`src/rtl/traffic_light_pkg.sv`:
```
// Shared encodings for the traffic-light pin protocol.
// Used by both the controller and the receive-side monitor.
package traffic_light_pkg;

    // Monitor phase encodings
    localparam logic [2:0] PH_UNSYNC      = 3'd0;
    localparam logic [2:0] PH_IDLE_BLINK  = 3'd1;
    localparam logic [2:0] PH_RED         = 3'd2;
    localparam logic [2:0] PH_RED_YELLOW  = 3'd3;
    localparam logic [2:0] PH_GREEN       = 3'd4;
    localparam logic [2:0] PH_GREEN_BLINK = 3'd5;
    localparam logic [2:0] PH_YELLOW      = 3'd6;

    // Lamp patterns as {R,Y,G}
    localparam logic [2:0] PAT_OFF = 3'b000;
    localparam logic [2:0] PAT_R   = 3'b100;
    localparam logic [2:0] PAT_RY  = 3'b110;
    localparam logic [2:0] PAT_G   = 3'b001;
    localparam logic [2:0] PAT_Y   = 3'b010;

    // 7-segment codes, bit0=a .. bit6=g, active-high
    localparam logic [6:0] SEG_0 = 7'h3F;
    localparam logic [6:0] SEG_1 = 7'h06;
    localparam logic [6:0] SEG_2 = 7'h5B;
    localparam logic [6:0] SEG_3 = 7'h4F;
    localparam logic [6:0] SEG_4 = 7'h66;
    localparam logic [6:0] SEG_5 = 7'h6D;
    localparam logic [6:0] SEG_6 = 7'h7D;
    localparam logic [6:0] SEG_7 = 7'h07;
    localparam logic [6:0] SEG_8 = 7'h7F;
    localparam logic [6:0] SEG_9 = 7'h6F;

    // Default phase timing in clock cycles
    localparam int T_RED_YELLOW_DEF  = 4;
    localparam int T_GREEN_DEF       = 10;
    localparam int T_GREEN_BLINK_DEF = 6;
    localparam int T_YELLOW_DEF      = 4;
    localparam int RED_START_DEF     = 9;

    // True for the two patterns used by the idle amber blink
    function automatic logic is_idle_pat(input logic [2:0] p);
        return (p == PAT_OFF) || (p == PAT_Y);
    endfunction

    // True for any pattern the protocol allows on the pins
    function automatic logic is_legal_pat(input logic [2:0] p);
        return (p == PAT_OFF) || (p == PAT_R) || (p == PAT_RY)
            || (p == PAT_G) || (p == PAT_Y);
    endfunction

endpackage

```
`src/rtl/seg7_decoder.sv`:
```
// Combinational 7-segment to BCD digit decoder.
// Any code other than the ten digit glyphs is reported invalid.
module seg7_decoder
    import traffic_light_pkg::*;
(
    input  logic [6:0] seg,
    output logic       valid,
    output logic [3:0] digit
);

    // Map each glyph back to its digit; unknown glyphs read as 0
    always_comb begin
        valid = 1'b1;
        digit = 4'd0;
        case (seg)
            SEG_0: digit = 4'd0;
            SEG_1: digit = 4'd1;
            SEG_2: digit = 4'd2;
            SEG_3: digit = 4'd3;
            SEG_4: digit = 4'd4;
            SEG_5: digit = 4'd5;
            SEG_6: digit = 4'd6;
            SEG_7: digit = 4'd7;
            SEG_8: digit = 4'd8;
            SEG_9: digit = 4'd9;
            default: begin
                valid = 1'b0;
                digit = 4'd0;
            end
        endcase
    end

endmodule

```
`src/rtl/traffic_light_monitor.sv`:
```
// Receive-side protocol checker for the traffic-light pins.
// Two-stage: pins registered, then phase tracking and error flags.
module traffic_light_monitor
    import traffic_light_pkg::*;
#(
    parameter int T_RED_YELLOW  = T_RED_YELLOW_DEF,
    parameter int T_GREEN       = T_GREEN_DEF,
    parameter int T_GREEN_BLINK = T_GREEN_BLINK_DEF,
    parameter int T_YELLOW      = T_YELLOW_DEF,
    parameter int RED_START     = RED_START_DEF
) (
    input  logic       clk,
    input  logic       rst,
    input  logic       lamp_r,
    input  logic       lamp_y,
    input  logic       lamp_g,
    input  logic [6:0] seg,
    input  logic       clr_err,
    output logic [2:0] phase,
    output logic [3:0] digit,
    output logic       err_pulse,
    output logic       err_seq,
    output logic       err_dwell,
    output logic       err_seg,
    output logic [7:0] err_count,
    output logic [7:0] cycles_ok
);

    localparam logic [4:0] D_RY  = 5'(T_RED_YELLOW);
    localparam logic [4:0] D_G   = 5'(T_GREEN);
    localparam logic [4:0] D_GB  = 5'(T_GREEN_BLINK);
    localparam logic [4:0] D_Y   = 5'(T_YELLOW);
    localparam logic [3:0] D_RS  = 4'(RED_START);

    // Stage 1: sampled pins
    logic [2:0] s1_pat;
    logic [6:0] s1_seg;
    logic       s1_clr;
    logic       s1_vld;

    // Stage 2: tracking state
    logic [4:0] dwell;
    logic [3:0] prev_dig;
    logic       idle_y;
    logic       round_ok;

    // Decoded sample
    logic       dec_vld;
    logic [3:0] dec_dig;

    // Next-state and error terms
    logic [2:0] nx_phase;
    logic [4:0] dwell_inc;
    logic [4:0] nx_dwell;
    logic       nx_idle_y;
    logic       e_seq;
    logic       e_dwell;
    logic       e_seg;
    logic       err_any;
    logic       red_entry;
    logic       round_done;
    logic       exp_g;

    seg7_decoder u_dec (
        .seg   (s1_seg),
        .valid (dec_vld),
        .digit (dec_dig)
    );

    // Register the raw pins once; s1_vld masks the cleared sample after reset
    always_ff @(posedge clk) begin
        if (rst) begin
            s1_pat <= PAT_OFF;
            s1_seg <= 7'd0;
            s1_clr <= 1'b0;
            s1_vld <= 1'b0;
        end else begin
            s1_pat <= {lamp_r, lamp_y, lamp_g};
            s1_seg <= seg;
            s1_clr <= clr_err;
            s1_vld <= 1'b1;
        end
    end

    assign dwell_inc = (dwell == 5'd31) ? dwell : dwell + 5'd1;
    // Blink cycle k = dwell+1 must be lit when k is even
    assign exp_g     = ~dwell_inc[0];

    // Phase successor rules and per-kind error detection
    always_comb begin
        nx_phase   = phase;
        nx_idle_y  = idle_y;
        e_seq      = 1'b0;
        e_dwell    = 1'b0;
        e_seg      = 1'b0;
        red_entry  = 1'b0;
        round_done = 1'b0;
        case (phase)
            PH_UNSYNC: begin
                if (is_idle_pat(s1_pat)) begin
                    nx_phase  = PH_IDLE_BLINK;
                    nx_idle_y = (s1_pat == PAT_Y);
                end else if (s1_pat == PAT_R) begin
                    nx_phase  = PH_RED;
                    red_entry = 1'b1;
                end
            end
            PH_IDLE_BLINK: begin
                if (is_idle_pat(s1_pat)) begin
                    if ((s1_pat == PAT_Y) == idle_y)
                        e_dwell = 1'b1;
                    nx_idle_y = (s1_pat == PAT_Y);
                end else if (s1_pat == PAT_R) begin
                    nx_phase  = PH_RED;
                    red_entry = 1'b1;
                end else begin
                    e_seq = 1'b1;
                end
            end
            PH_RED: begin
                if (s1_pat == PAT_R) begin
                    if (prev_dig == 4'd0)
                        e_dwell = 1'b1;
                    else if (dec_dig != prev_dig - 4'd1)
                        e_seg = 1'b1;
                end else if (s1_pat == PAT_RY) begin
                    if (prev_dig != 4'd0)
                        e_dwell = 1'b1;
                    else
                        nx_phase = PH_RED_YELLOW;
                end else begin
                    e_seq = 1'b1;
                end
            end
            PH_RED_YELLOW: begin
                if (s1_pat == PAT_RY) begin
                    if (dwell >= D_RY)
                        e_dwell = 1'b1;
                end else if (s1_pat == PAT_G) begin
                    if (dwell != D_RY)
                        e_dwell = 1'b1;
                    else
                        nx_phase = PH_GREEN;
                end else begin
                    e_seq = 1'b1;
                end
            end
            PH_GREEN: begin
                if (s1_pat == PAT_G) begin
                    if (dwell >= D_G)
                        e_dwell = 1'b1;
                end else if (s1_pat == PAT_OFF) begin
                    if (dwell != D_G)
                        e_dwell = 1'b1;
                    else
                        nx_phase = PH_GREEN_BLINK;
                end else begin
                    e_seq = 1'b1;
                end
            end
            PH_GREEN_BLINK: begin
                if (s1_pat == PAT_OFF || s1_pat == PAT_G) begin
                    if (dwell >= D_GB)
                        e_dwell = 1'b1;
                    else if ((s1_pat == PAT_G) != exp_g)
                        e_dwell = 1'b1;
                end else if (s1_pat == PAT_Y) begin
                    if (dwell != D_GB)
                        e_dwell = 1'b1;
                    else
                        nx_phase = PH_YELLOW;
                end else begin
                    e_seq = 1'b1;
                end
            end
            PH_YELLOW: begin
                if (s1_pat == PAT_Y) begin
                    if (dwell >= D_Y)
                        e_dwell = 1'b1;
                end else if (s1_pat == PAT_R) begin
                    if (dwell != D_Y) begin
                        e_dwell = 1'b1;
                    end else begin
                        nx_phase   = PH_RED;
                        red_entry  = 1'b1;
                        round_done = round_ok;
                        if (dec_dig != D_RS)
                            e_seg = 1'b1;
                    end
                end else begin
                    e_seq = 1'b1;
                end
            end
            default: nx_phase = PH_UNSYNC;
        endcase
        // Illegal pins are a sequence fault once synchronised
        if (phase != PH_UNSYNC && !is_legal_pat(s1_pat))
            e_seq = 1'b1;
        // Display must show a real glyph, and "0" unless counting down
        if (!dec_vld)
            e_seg = 1'b1;
        else if (nx_phase != PH_RED && nx_phase != PH_UNSYNC
                 && dec_dig != 4'd0)
            e_seg = 1'b1;
    end

    assign err_any  = e_seq | e_dwell | e_seg;
    assign nx_dwell = (nx_phase != phase) ? 5'd1 : dwell_inc;

    // Phase tracker: any error drops back to UNSYNC and voids the round
    always_ff @(posedge clk) begin
        if (rst) begin
            phase    <= PH_UNSYNC;
            dwell    <= 5'd0;
            prev_dig <= 4'd0;
            idle_y   <= 1'b0;
            round_ok <= 1'b0;
            digit    <= 4'd0;
        end else if (s1_vld) begin
            prev_dig <= dec_dig;
            digit    <= dec_dig;
            if (err_any) begin
                phase    <= PH_UNSYNC;
                dwell    <= 5'd1;
                idle_y   <= 1'b0;
                round_ok <= 1'b0;
            end else begin
                phase    <= nx_phase;
                dwell    <= nx_dwell;
                idle_y   <= nx_idle_y;
                round_ok <= round_ok | red_entry;
            end
        end
    end

    // Error strobe, sticky flags (new error beats clear) and counters
    always_ff @(posedge clk) begin
        if (rst) begin
            err_pulse <= 1'b0;
            err_seq   <= 1'b0;
            err_dwell <= 1'b0;
            err_seg   <= 1'b0;
            err_count <= 8'd0;
            cycles_ok <= 8'd0;
        end else if (s1_vld) begin
            err_pulse <= err_any;
            err_seq   <= e_seq   | (err_seq   & ~s1_clr);
            err_dwell <= e_dwell | (err_dwell & ~s1_clr);
            err_seg   <= e_seg   | (err_seg   & ~s1_clr);
            if (err_any && err_count != 8'hFF)
                err_count <= err_count + 8'd1;
            if (round_done && !err_any)
                cycles_ok <= cycles_ok + 8'd1;
        end
    end

endmodule
```
`config.mk`:
```
export PLATFORM = sky130hd
export DESIGN_NAME = traffic_light_monitor
export DESIGN_NICKNAME = d
export VERILOG_FILES = /design/src/rtl/traffic_light_pkg.sv /design/src/rtl/seg7_decoder.sv /design/src/rtl/traffic_light_monitor.sv
export SDC_FILE = /design/constraint.sdc
export NUM_CORES = 1
export LEC_CHECK = 0
export BUFFER_PORTS_ARGS = -buffer_cell sky130_fd_sc_hd__buf_4
export CORE_MARGIN = 2
export CORE_UTILIZATION = 25
export DETAILED_ROUTE_END_ITERATION = 8
export PLACE_DENSITY_LB_ADDON = 0.2
export SYNTH_ARGS = -nofsm -noshare
export SYNTH_HDL_FRONTEND = slang
export SYNTH_SLANG_ARGS = --single-unit
```
`constraint.sdc`:
```
create_clock -name clk -period 5 [get_ports clk]
set_clock_uncertainty 0.15 [all_clocks]
set_input_delay 0.5 -clock clk [delete_from_list [all_inputs] [get_ports clk]]
set_output_delay 0.5 -clock clk [all_outputs]
set_load 0.005 [all_outputs]
```
After elaboration in Yosys (flattened, before gate mapping)
Index checks and enable logic that the tools add are counted.
{"block": "classes", "add_sub_neg": 4, "bitwise_logic": 11, "mux": 85, "magnitude_cmp": 3, "reduce_logical": 28, "n_eq_ne": 32}
{"operator": "2-to-1 mux 1 bit", "n": 57}
{"operator": "2-to-1 mux 3 bit", "n": 19}
{"operator": "equality test 7 bit, second input constant", "n": 7}
{"operator": "case mux 4 bit (9 select lines)", "n": 1}
{"operator": "case mux 3 bit (7 select lines)", "n": 1}
{"operator": "adder 8 x 1 -> 8 bit, second input constant", "n": 2}
{"operator": "equality test 3 bit, second input constant", "n": 5}
{"operator": "2-to-1 mux 5 bit", "n": 3}
{"operator": "equality test 7 x 3 -> 1 bit, second input constant", "n": 2}
{"operator": "case mux 1 bit (6 select lines)", "n": 2}
{"operator": ">= comparator 5 x 3 -> 1 bit, second input constant", "n": 2}
{"operator": "inequality test 5 x 3 -> 1 bit, second input constant", "n": 2}
{"operator": "OR reduction 10 bit", "n": 1}
{"operator": "equality test 3 x 2 -> 1 bit, second input constant", "n": 3}
{"operator": "inequality test 8 bit, second input constant", "n": 1}
{"operator": "nonzero test 4 bit", "n": 2}
{"operator": "equality test 7 x 6 -> 1 bit, second input constant", "n": 1}
{"operator": "equality test 3 x 1 -> 1 bit, second input constant", "n": 2}
{"operator": "zero test 3 bit", "n": 2}
{"operator": "logical OR 1 bit", "n": 6}
{"operator": "inequality test 3 x 2 -> 1 bit, second input constant", "n": 2}
{"operator": "OR 1 bit", "n": 6}
{"operator": "AND reduction 2 bit", "n": 3}
{"operator": "nonzero test 3 bit", "n": 2}
{"operator": "other kinds (19)", "n": 29}
{"block": "totals", "in_bits": 13, "output_inout_bits": 27, "wordCells": 179, "regBits": 46}

Depth between registers and ports, before layout
Gate-level depths: netlist (run 1).
{"block": "depth", "ltp_word": 14, "ltp_mapped": 12, "depth_no_buf": 11}

Cells and area by module
A second synthesis (run 1) with hierarchy kept.
{"block": "unflattened", "hier_cells": 347, "area_unflattened_um2": 2852.7}
{"module": "traffic_light_monitor", "seq_area_each_um2": 920.9, "area_each_um2": 2662.6, "n_inst": 1, "cells_per_inst": 321}
{"module": "seg7_decoder", "seq_area_each_um2": 0.0, "area_each_um2": 190.2, "n_inst": 1, "cells_per_inst": 26}

Worst setup path after synthesis (run 1)
No wires, ideal clock.
{"block": "synth_path", "kind": "flip-flop to flip-flop", "startpoint": "register dwell[0]", "endpoint": "register err_count[7]", "setup_ns": 0.121, "stages_incl_launch_ff": 13, "n_path_buf": 1, "synth_period_minus_slack_ns": 3.054, "slack_ns": 1.946, "arrival_ns": 2.782, "required_time_ns": 4.729, "cell_sequence": "dfxtp_1 ha_1 and3_1 ha_1 xnor2_1 o211ai_1 a41o_1 nor4_1 nand2_1 o31ai_4 buf_6 nor3_2 mux2_4"}
{"block": "synth_between", "elab_chain_len": 13, "word_cells_on_any_way": 54, "classes_between": "1 x add/sub; 3 x order compare; 6 x eq/ne; 36 x mux; 3 x bitwise; 5 x reduce/logical"}
{"item": "start: declaration", "line": "traffic_light_monitor.sv:42", "rtl": "logic [4:0] dwell;"}
{"item": "start signal: assignment", "line": "traffic_light_monitor.sv:229", "rtl": "dwell <= nx_dwell;"}
{"item": "branches (longest 10 deep; another with adder 5 x 1 -> 5 bit)"}
{"item": "OR 1 bit *", "line": "traffic_light_monitor.sv:207", "rtl": "assign err_any = e_seq | e_dwell | e_seg;"}
{"item": "logical AND 1 bit *", "line": "traffic_light_monitor.sv:250", "rtl": "if (err_any && err_count != 8'hFF)"}
{"item": "AND reduction 2 bit (no line) *"}
{"item": "end signal: assignment", "line": "traffic_light_monitor.sv:251", "rtl": "err_count <= err_count + 8'd1;"}
{"item": "end: declaration", "line": "traffic_light_monitor.sv:25", "rtl": "output logic [7:0] err_count,"}
Mark *: on every way between the ends. The select of a mux whose other input is x is not followed.
A chain may end at the register's enable or synchronous reset.

Worst setup path in the final report (run 1)
{"block": "layout_path", "startpoint": "register dwell[0]", "endpoint": "register err_count[0]"}
The elaborated chain is that of the path after synthesis.

==> results.md, run 1 <==
* Status: finished with violations
* Failing checks: DRC
* Clock Path Buffers at 2
* Most common flop cell mapped by yosys: dfxtp_1
* CTS Root Cell: clkbuf_16
* Final Cell Area at 0.00346 sq mm
* Multi-input logic area at 0.00188 sq mm
* Cts-stage hold buffer count at 0
* Fill count at 1,212
* I/O pin count at 40
* GRT overflow at 0
* Height of the die at 113 um
* Seq pwr share at 50.6%
* Residual DRC at 1
* Sum Neg Setup Slack at 0 ns
* Cell internal pwr at 592 uW
* FMAX at 280 MHz
* Mux cell area share after synthesis at 2.65%
* P_sw at 184 uW
* RePlAce Congestion at 0.830
* Post-synth top area cell: dfxtp_1
* Starting Density at 25.8%
* Grt met2 use at 19.1%
* Htree depth at 2
* Grt met1 use at 16.4%
* Met3 usage at 2.04%
* Power share of the combinational group at 8.7%
* First-pass DRT Iterations at 6
* Post-DP HPWL at 5.34 mm
* Drt wl/cell at 14.2 um
* CORE AREA at 0.0115 sq mm
* Wirelength, routed at 7.42 mm
* Register-to-register setup slack at 1.43 ns
* Fraction of layout cells with a size suffix above 1 at 17.8%
* CTS tree: yes
* Yosys cell types at 69
* Vias/cell at 5.04
* Register area at 921 sq um
* Final ANT Viol Nets at 0
* Leak pwr at 1.24 nW
* Adder-cell share of the synthesized area at 2.95%
* Crit Path Category: reg -> reg
* Num rows at 39
* Min Tclk post-route at 3.57 ns
* CP max FO at 13
* CTS Buf Count at 5
* Max-cap violations at 0
* Xor/xnor share of the synthesized area at 4.12%
* Seq cells post-synth at 46
* Final Worst Setup Slack at 1.43 ns
* Vias in the first global route at 2,506
* Max Slew Vio Count at 0
* FF-to-FF End: err_count[0]
* Asr flop ratio synth at 0%
* Worst hold path depth at 2
* Final Cycle Share at 71.3%
* Largest net degree at the start of global routing at 44
* Layout area overhead at 16.5%
* Vias at 2,641
* Hold path start: lamp_g
* Post-synth EDFFs at 0
* GRT busiest layer: met2
* Die Span X at 113 um
* Placed inst area at 0.00333 sq mm
* Post-Syn Instances at 358
* Worst-margin pin slew at 0.772 ns
* Initial antenna violation count at 0
* Detailed Route Iter0 Violations at 92
* Main combinational cell family by area after synthesis: simple AND/OR/NAND/NOR gates
* Critical Path End Type: flop
* Clk slew on worst S/H paths at 0.06 ns
* # resized after CTS at 0
* RSZ-0062 raised after global routing: no
* Critical Path RT at 5.02 ns
* Switch share at 23.7%
* DP Worst Slack at 1.48 ns
* Simple logic cell fraction of the synthesized area at 34.0%
* Final net count at 401
* Synth Area per Inst at 8.30 sq um
* Setup crit start kind: flop
* PwrDens at 224 mW/mm^2
* Final Hold Violating Endpoints at 0
* First-pass GRT wire length at 12.5 mm
* FF-to-FF path depth at 11
* YS warnings at 0
* # diodes at 0
* Total Die Area at 0.0128 sq mm
* Synthesized area at 0.00297 sq mm
* Sequential area share after synthesis at 31.0%
* Clock network power share at 40.7%
* Syn_nets at 378
* Port bufs at 39
* Max_slew headroom at 48.5%
* Synth top area share at 31.0%
* Hold Path Class: in -> reg
* Clk Latency, worst-skew pair at 0.28 ns
* GRT Util Overall at 11.8%
* Worst Hold Path EP: s1_pat[0]
* Synth Area in Compound Gates at 19.5%
* R2r startpoint: dwell[0]
* VDD IR max at 0.000143 V
* Worst EP arrival at 3.59 ns
* Synth top area cells: dfxtp_1 31%, a21oi_1 4.5%, nor2b_1 4.4%
* Setup bufs post-CTS at 0
* Final number of setup-violating endpoints at 0
* Clock Sinks at 46
[metal layers]
layer / wire length [um] / share of wire [%]
met4: 80 / 1.1
met5: 0 / 0
met1: 3520 / 47
met2: 3450 / 47
met3: 365 / 4.9
[sequential cells by signal (all words and copies together) (netlist names)]
register	count
round_ok	1
err_seq	1
s1_pat	3
s1_vld	1
prev_dig	4
phase	3
idle_y	1
err_count	8
err_dwell	1
err_seg	1
err_pulse	1
s1_clr	1
cycles_ok	8
s1_seg	7
dwell	5
[area by class of cell]
class                   instances  area share (%)
inverters                      13            1.41
well taps                     143            5.16
multi-input cells             275            54.2
clock buffers                   6            3.72
flip-flops and latches         46            26.6
clock inverters                 1           0.217
repair buffers                 40            8.67
[worst max-delay path: stages, from the launching register on]
cell and delay (ns):
dfxtp_1 0.40, ha_1 0.26, and3_1 0.18, ha_1 0.21, xnor2_1 0.20, o211ai_1 0.11
a41o_1 0.25, nor4_1 0.46, nand2_1 0.22, o31ai_4 0.55, a21oi_1 0.15, mux2_2 0.30
[per-stage QoR]
stage	cells	hold slack, ns	power [mW]	utilization [%]
finish	524	0.275	0.776	30.1
floorplan	358	0.299	0.446	-
global placement	517	0.303	0.469	28.9
CTS	524	0.271	0.790	30.1
global route	524	0.272	0.815	30.1
detailed placement	517	0.306	0.469	28.9
[power groups by stage]
| stage | Clock (mW) | Sequential, mW | Combinational (mW) |
|---|---|---|---|
| floorplan | 0 | 0.392 | 0.0538 |
| global placement | 0 | 0.401 | 0.0682 |
| detailed placement | 0 | 0.401 | 0.0683 |
| CTS | 0.329 | 0.393 | 0.0686 |
| global route | 0.344 | 0.395 | 0.0761 |
| finish | 0.316 | 0.393 | 0.0678 |
[synth_stat cells (3+ instances only)]
cell and count:
nand4_1 9, xnor2_1 10, o21ai_0 10, or3_1 7, o211ai_1 4, nor3b_1 3, ha_1 7, mux2i_1 3
o21a_1 3, o22ai_1 5, nor4_1 6, nor2b_1 21, buf_2 9, inv_1 12, buf_6 3, nor3_1 10
nor2_1 18, nand2b_1 16, or4_1 3, clkbuf_1 11, nand2_1 31, dfxtp_1 46, a211oi_1 3, o211a_1 3
a21oi_1 27, and3_1 6, nand3_1 10, nand3b_1 5, xor2_1 4, mux2_2 3
[worst max-delay path by stage]
| stage | startpoint | endpoint | slack [ns] | cells after the start |
|---|---|---|---|---|
| 6_report | dwell[0] | err_count[0] | 1.43 | 11 |
| 5_1_grt | dwell[0] | err_count[0] | 1.09 | 11 |
| 4_1_cts | dwell[0] | err_count[0] | 1.44 | 11 |
| 3_5_place_dp | dwell[0] | err_count[0] | 1.48 | 11 |
| 3_3_place_gp | dwell[0] | err_count[0] | 1.55 | 11 |
| 2_1_floorplan | dwell[0] | err_count[7] | 1.95 | 12 |
[layout by cell type, fill, tap and decap left out, types with 12 or more instances in the layout]
| cell | Yosys | final |
|---|---|---|
| nor2b_1 | 21 | 21 |
| nand2_1 | 31 | 31 |
| dfxtp_1 | 46 | 46 |
| nor2_1 | 18 | 18 |
| nand2b_1 | 16 | 16 |
| a21oi_1 | 27 | 27 |
| buf_4 | 0 | 40 |
| inv_1 | 12 | 12 |
[cell families (layout without fill, tap and decap cells)]
kind of cell             Yosys count  after routing
multiplexers                       7              7
flip-flops                        46             46
adder cells (fa/ha/maj)            7              7
AND/OR/NAND/NOR                  167            167
XOR/XNOR                          14             14
AO/OA/AOI/OAI                     80             80
buffers and inverters             37             60
Power figures use the tool's default switching activity.
==> inputs of run 2 (changes only) <==
==> constraint.sdc (replaced) <==
create_clock -name clk -period 3.35 [get_ports clk]
set_clock_uncertainty 0.15 [all_clocks]
set_input_delay 0.335 -clock clk [delete_from_list [all_inputs] [get_ports clk]]
set_output_delay 0.335 -clock clk [all_outputs]
set_load 0.005 [all_outputs]
==> results.md, run 2 (synthesis gave the netlist of run 1 again) <==
* Status: finished with violations
* Failing checks: DRC
* Crit Path Category: reg -> reg
* Final ANT Viol Nets at 0
* Final number of setup-violating endpoints at 0
* VDD IR max at 0.000197 V
* Commonest non-fill, non-tap cell in the layout: buf_4
* Clk slew on worst S/H paths at 0.07 ns
* Hold Path Class: in -> reg
* Residual DRC at 1
* CTS tree: yes
* Initial antenna violation count at 0
* Worst EP arrival at 3.15 ns
* Htree depth at 2
* Detailed Route Iter0 Violations at 129
* GRT overflow at 0
* CTS Root Cell: clkbuf_16
* First-pass DRT Iterations at 6
* # diodes at 0
* Vias in the first global route at 2,657
* GRT Util Overall at 12.2%
* Post-layout util at 32.2%
* RePlAce Congestion at 0.858
* Clock Sinks at 46
* FMAX at 321 MHz
* Sum Neg Setup Slack at 0 ns
* Largest regs: cycles_ok x8, err_count x8, s1_seg x7
* Num rows at 39
* Placed cell count at 544
* Starting Density at 25.8%
* PwrDens at 327 mW/mm^2
* Leak pwr at 1.41 nW
* Layout area overhead at 24.7%
* DP Worst Slack at 0.0879 ns
* Most frequent cells in the layout: 67 x buf_4, 46 x dfxtp_1, 31 x nand2_1
* Critical Path RT at 3.38 ns
* Max-cap violations at 0
* Port bufs at 39
* Min Tclk post-route at 3.12 ns
* Post-Layout Cell Count at 553
* Wirelength, routed at 7.75 mm
* Critical Path End Type: flop
* Max_slew headroom at 65.3%
* Largest net degree at the start of global routing at 44
* CP max FO at 11
* Setup crit start kind: flop
* Final net count at 429
* Vias at 2,763
* Final Hold Violating Endpoints at 0
* Drt wl/cell at 14.0 um
* Height of the die at 113 um
* Cts-stage hold buffer count at 0
* Clock Path Buffers at 2
* Clk Latency, worst-skew pair at 0.28 ns
* RSZ-0062 raised after global routing: no
* I/O pin count at 40
* Max Slew Vio Count at 0
* Vias/cell at 5.00
* CORE AREA at 0.0115 sq mm
* Fill count at 1,244
* Total Die Area at 0.0128 sq mm
* Final Worst Setup Slack at 0.233 ns
* Die Span X at 113 um
* Post-DP HPWL at 5.69 mm
* First-pass GRT wire length at 12.9 mm
* Final Cycle Share at 93.1%
* CTS Buf Count at 5
* Worst-margin pin slew at 0.515 ns
* Fraction of layout cells with a size suffix above 1 at 23.9%
## run 2: critical path, stage by stage (launching register included)
cell       delay [ns]
dfxtp_1          0.37
buf_4            0.19
or3_1            0.37
nor4_1           0.35
a2111oi_2        0.12
nand2_1          0.12
o31a_1           0.43
o31ai_4          0.10
buf_12           0.16
or4_1            0.50
o211a_1          0.14
## run 2: what timing repair did
| item | in CTS | in global routing |
|---|---|---|
| setup buffers | 0 | 1 |
| setup endpoints to repair | 0 | 10 |
| resized for setup | 0 | 1 |
| endpoints found under the hold margin | 0 | 0 |
## run 2: per-stage QoR
step	hold slack (ns)	power [mW]	instance area, sq um
finish	0.107	1.21	3710
CTS	0.101	1.23	3680
detailed placement	0.310	0.710	3530
floorplan	0.299	0.665	2970
global route	0.105	1.27	3710
global placement	0.307	0.710	3530
## run 2: path summary, 6_finish.rpt
check | slack, ns | start | to | depth (start not counted)
worst max-delay path | 0.23 | s1_pat[1] | err_count[6] | 10
worst min-delay path | 0.11 | lamp_r | s1_pat[2] | 2
worst max register to register | 0.23 | s1_pat[1] | err_count[6] | 10
worst min register to register | 0.32 | err_seg | err_seg | 2
## run 2: area by class of cell
class	count	area, sq um	area share, %
clock buffers	7	143	3.85
clock inverters	1	8.76	0.236
inverters	13	48.8	1.32
multi-input cells	275	1890	50.8
flip-flops and latches	46	921	24.8
well taps	143	179	4.82
repair buffers	68	523	14.1
## run 2: metal layers
layer  global-route usage [%]  vias to the layer above  routed length (um)  part of all wire (%)
li1                         -                     1404                   -                     -
met1                     16.8                     1280                3780                    49
met2                     19.4                       69                3520                    45
met3                     2.57                       10                 382                   4.9
met4                     3.33                        0                  76                  0.98
met5                        0                        -                   0                     0
## run 2: report_power, final
group	switching, mW	internal [mW]
Sequential	0.0182	0.561
Clock	0.211	0.300
Combinational	0.0608	0.0602
Total	0.290	0.921
==> inputs of run 3 (changes only) <==
--- a/config.mk
+++ b/config.mk
@@ -5,6 +5,7 @@
 export SDC_FILE = /design/constraint.sdc
 export NUM_CORES = 1
 export LEC_CHECK = 0
+export ABC_AREA = 1
 export BUFFER_PORTS_ARGS = -buffer_cell sky130_fd_sc_hd__buf_4
 export CORE_MARGIN = 2
 export CORE_UTILIZATION = 25
==> results.md, run 3 <==
* Max_slew headroom at 61.6%
* Final Cycle Share at 85.8%
* Critical Path RT at 3.38 ns
* Syn_nets at 484
* Synth Area in Compound Gates at 10.1%
* Most frequent cell after synthesis: nand2_1
* Xor/xnor share of the synthesized area at 3.68%
* Num rows at 39
* Detailed Route Iter0 Violations at 154
* Post-Syn Instances at 464
* Status: completed
* Fraction of layout cells with a size suffix above 1 at 13.5%
* Vias at 2,932
* Final number of setup-violating endpoints at 0
* Post-synth EDFFs at 0
* Worst setup startpoint: dwell[0]
* Vias in the first global route at 2,762
* Layout area overhead at 20.7%
* Placed cell count at 638
* Mux cell area share after synthesis at 0%
* GRT overflow at 0
* Asr flop ratio synth at 0%
* Most common flop cell mapped by yosys: dfxtp_1
* FF-to-FF End: err_count[0]
* Critical Path End: err_count[0]
* Cts-stage hold buffer count at 0
* Register-to-register setup slack at 0.47 ns
* Sequential area share after synthesis at 32.3%
* Critical Path End Type: flop
* Max Slew Vio Count at 0
* CP max FO at 17
* Clock Sinks at 46
* Sum Neg Setup Slack at 0 ns
* Drt wl/cell at 11.6 um
* Die Span X at 111 um
* Synth Area per Inst at 6.15 sq um
* Leak pwr at 1.59 nW
* Worst EP arrival at 2.91 ns
* Clk slew on worst S/H paths at 0.06 ns
* Synthesized area at 0.00285 sq mm
* FF-to-FF path depth at 18
* Multi-input logic area at 0.00165 sq mm
* R2r startpoint: dwell[0]
* First-pass DRT Iterations at 4
* Htree depth at 2
* Seq cells post-synth at 46
* Setup crit start kind: flop
* Synth cell count leaders: 115 x nand2_1, 80 x nor2_1, 53 x inv_1, 46 x dfxtp_1, 35 x nand3_1
* PwrDens at 355 mW/mm^2
* CTS Root Cell: clkbuf_16
* GRT Util Overall at 12.5%
* Most frequent cells in the layout: 115 x nand2_1, 80 x nor2_1, 53 x inv_1
* Post-DP HPWL at 5.81 mm
* Post-synth top area cell: dfxtp_1
* I/O pin count at 40
* Synth top area cells: dfxtp_1 32%, nand2_1 15%, nor2_1 11%
* Starting Density at 25.3%
* RSZ-0062 raised after global routing: no
* Final ANT Viol Nets at 0
* Commonest non-fill, non-tap cell in the layout: nand2_1
* Simple logic cell fraction of the synthesized area at 40.9%
* Final net count at 522
* Total Die Area at 0.0123 sq mm
* Synth top area share at 32.3%
* CTS Buf Count at 5
* Clock Path Buffers at 2
* Crit Path Category: reg -> reg
* # resized after CTS at 0
* FMAX at 348 MHz
* Height of the die at 111 um
* Max-cap violations at 0
* Residual DRC at 0
* Hold path start: seg[0]
* Register area at 921 sq um
* VDD IR max at 0.000178 V
* Min Tclk post-route at 2.88 ns
* First-pass GRT wire length at 12.8 mm
* CORE AREA at 0.0113 sq mm
* Final Hold Violating Endpoints at 0
* Largest net degree at the start of global routing at 29
* Largest regs: cycles_ok x8, err_count x8, s1_seg x7
* Yosys cell types at 31
* Vias/cell at 4.54
* Hold Path Class: in -> reg
* Port bufs at 39
* Initial antenna violation count at 0
* Fill count at 1,250
* RePlAce Congestion at 0.863
* # diodes at 0
* Fin Hold WS at 0.0951 ns
* Adder-cell share of the synthesized area at 3.07%
* CTS tree: yes
* Wirelength, routed at 7.48 mm
* Main combinational cell family by area after synthesis: simple AND/OR/NAND/NOR gates
* Post-Layout Cell Count at 646
* Clk Latency, worst-skew pair at 0.29 ns
* Worst-margin pin slew at 0.573 ns
* YS warnings at 0
* Setup bufs post-CTS at 0
-- run 3: changes by cell type after synthesis, moves of 12 or more --
cell      before  now
nor2b_1       21    0
nand2b_1      16    0
nand2_1       31  115
nor2_1        18   80
nand3_1       10   35
inv_2          0   12
inv_1         12   53
-- run 3: worst max-delay path, stage by stage (launching register included) --
cell and delay (ns):
dfxtp_1 0.35, ha_1 0.23, nand2_1 0.07, nor2_1 0.04
ha_1 0.19, inv_1 0.11, nor2_1 0.06, nor2_1 0.13
nand2_1 0.06, nand2_1 0.06, nand2_1 0.04, nand3_1 0.07
nand3_1 0.13, nor2_2 0.20, nand4_4 0.29, nand3_1 0.37
nand2_1 0.09, nand2_1 0.07, nor2_1 0.05
-- run 3: cell type report --
class / instances / area share, %
Clock buffer: 7 / 4.14
Clock inverter: 1 / 0.145
Inverter: 66 / 7.19
Multi-Input combinational cell: 343 / 47.9
Sequential cell: 46 / 26.7
Tap cell: 143 / 5.19
Timing Repair Buffer: 40 / 8.72
-- run 3: worst min-delay path by stage --
stage,depth (start not counted),to,slack (ns)
2_1_floorplan,2,s1_clr,0.29
3_3_place_gp,2,err_seq,0.31
3_5_place_dp,2,err_dwell,0.32
4_1_cts,3,s1_seg[5],0.09
5_1_grt,3,s1_seg[5],0.09
6_report,3,s1_seg[0],0.1
-- run 3: cells by family after synthesis --
| family | after synthesis |
|---|---|
| AO/OA/AOI/OAI | 54 |
| XOR/XNOR | 12 |
| adder cells (fa/ha/maj) | 7 |
| buffers and inverters | 75 |
| flip-flops | 46 |
| AND/OR/NAND/NOR | 270 |
-- run 3: layer usage --
metal / GRT usage (%) / vias up / wire (um)
met4: 4.83 / 0 / 96
met1: 16.3 / 1333 / 3540
li1: - / 1554 / -
met5: 0 / - / 0
met2: 20.4 / 40 / 3560
met3: 2.41 / 5 / 284
-- run 3: power by group --
group | internal, mW | leakage [nW] | switching (mW)
clock network | 0.296 | 0.0739 | 0.205
registers | 0.565 | 0.377 | 0.0196
logic | 0.0538 | 1.14 | 0.0845
-- run 3: per-stage QoR --
stage	cell area (sq um)	power, mW	setup WS (ns)	utilization, %
global placement	3300	0.736	0.571	29.2
CTS	3440	1.25	0.461	30.6
finish	3440	1.22	0.474	30.6
detailed placement	3300	0.737	0.475	29.2
floorplan	2850	0.688	0.937	-
global route	3440	1.29	0.0948	30.6
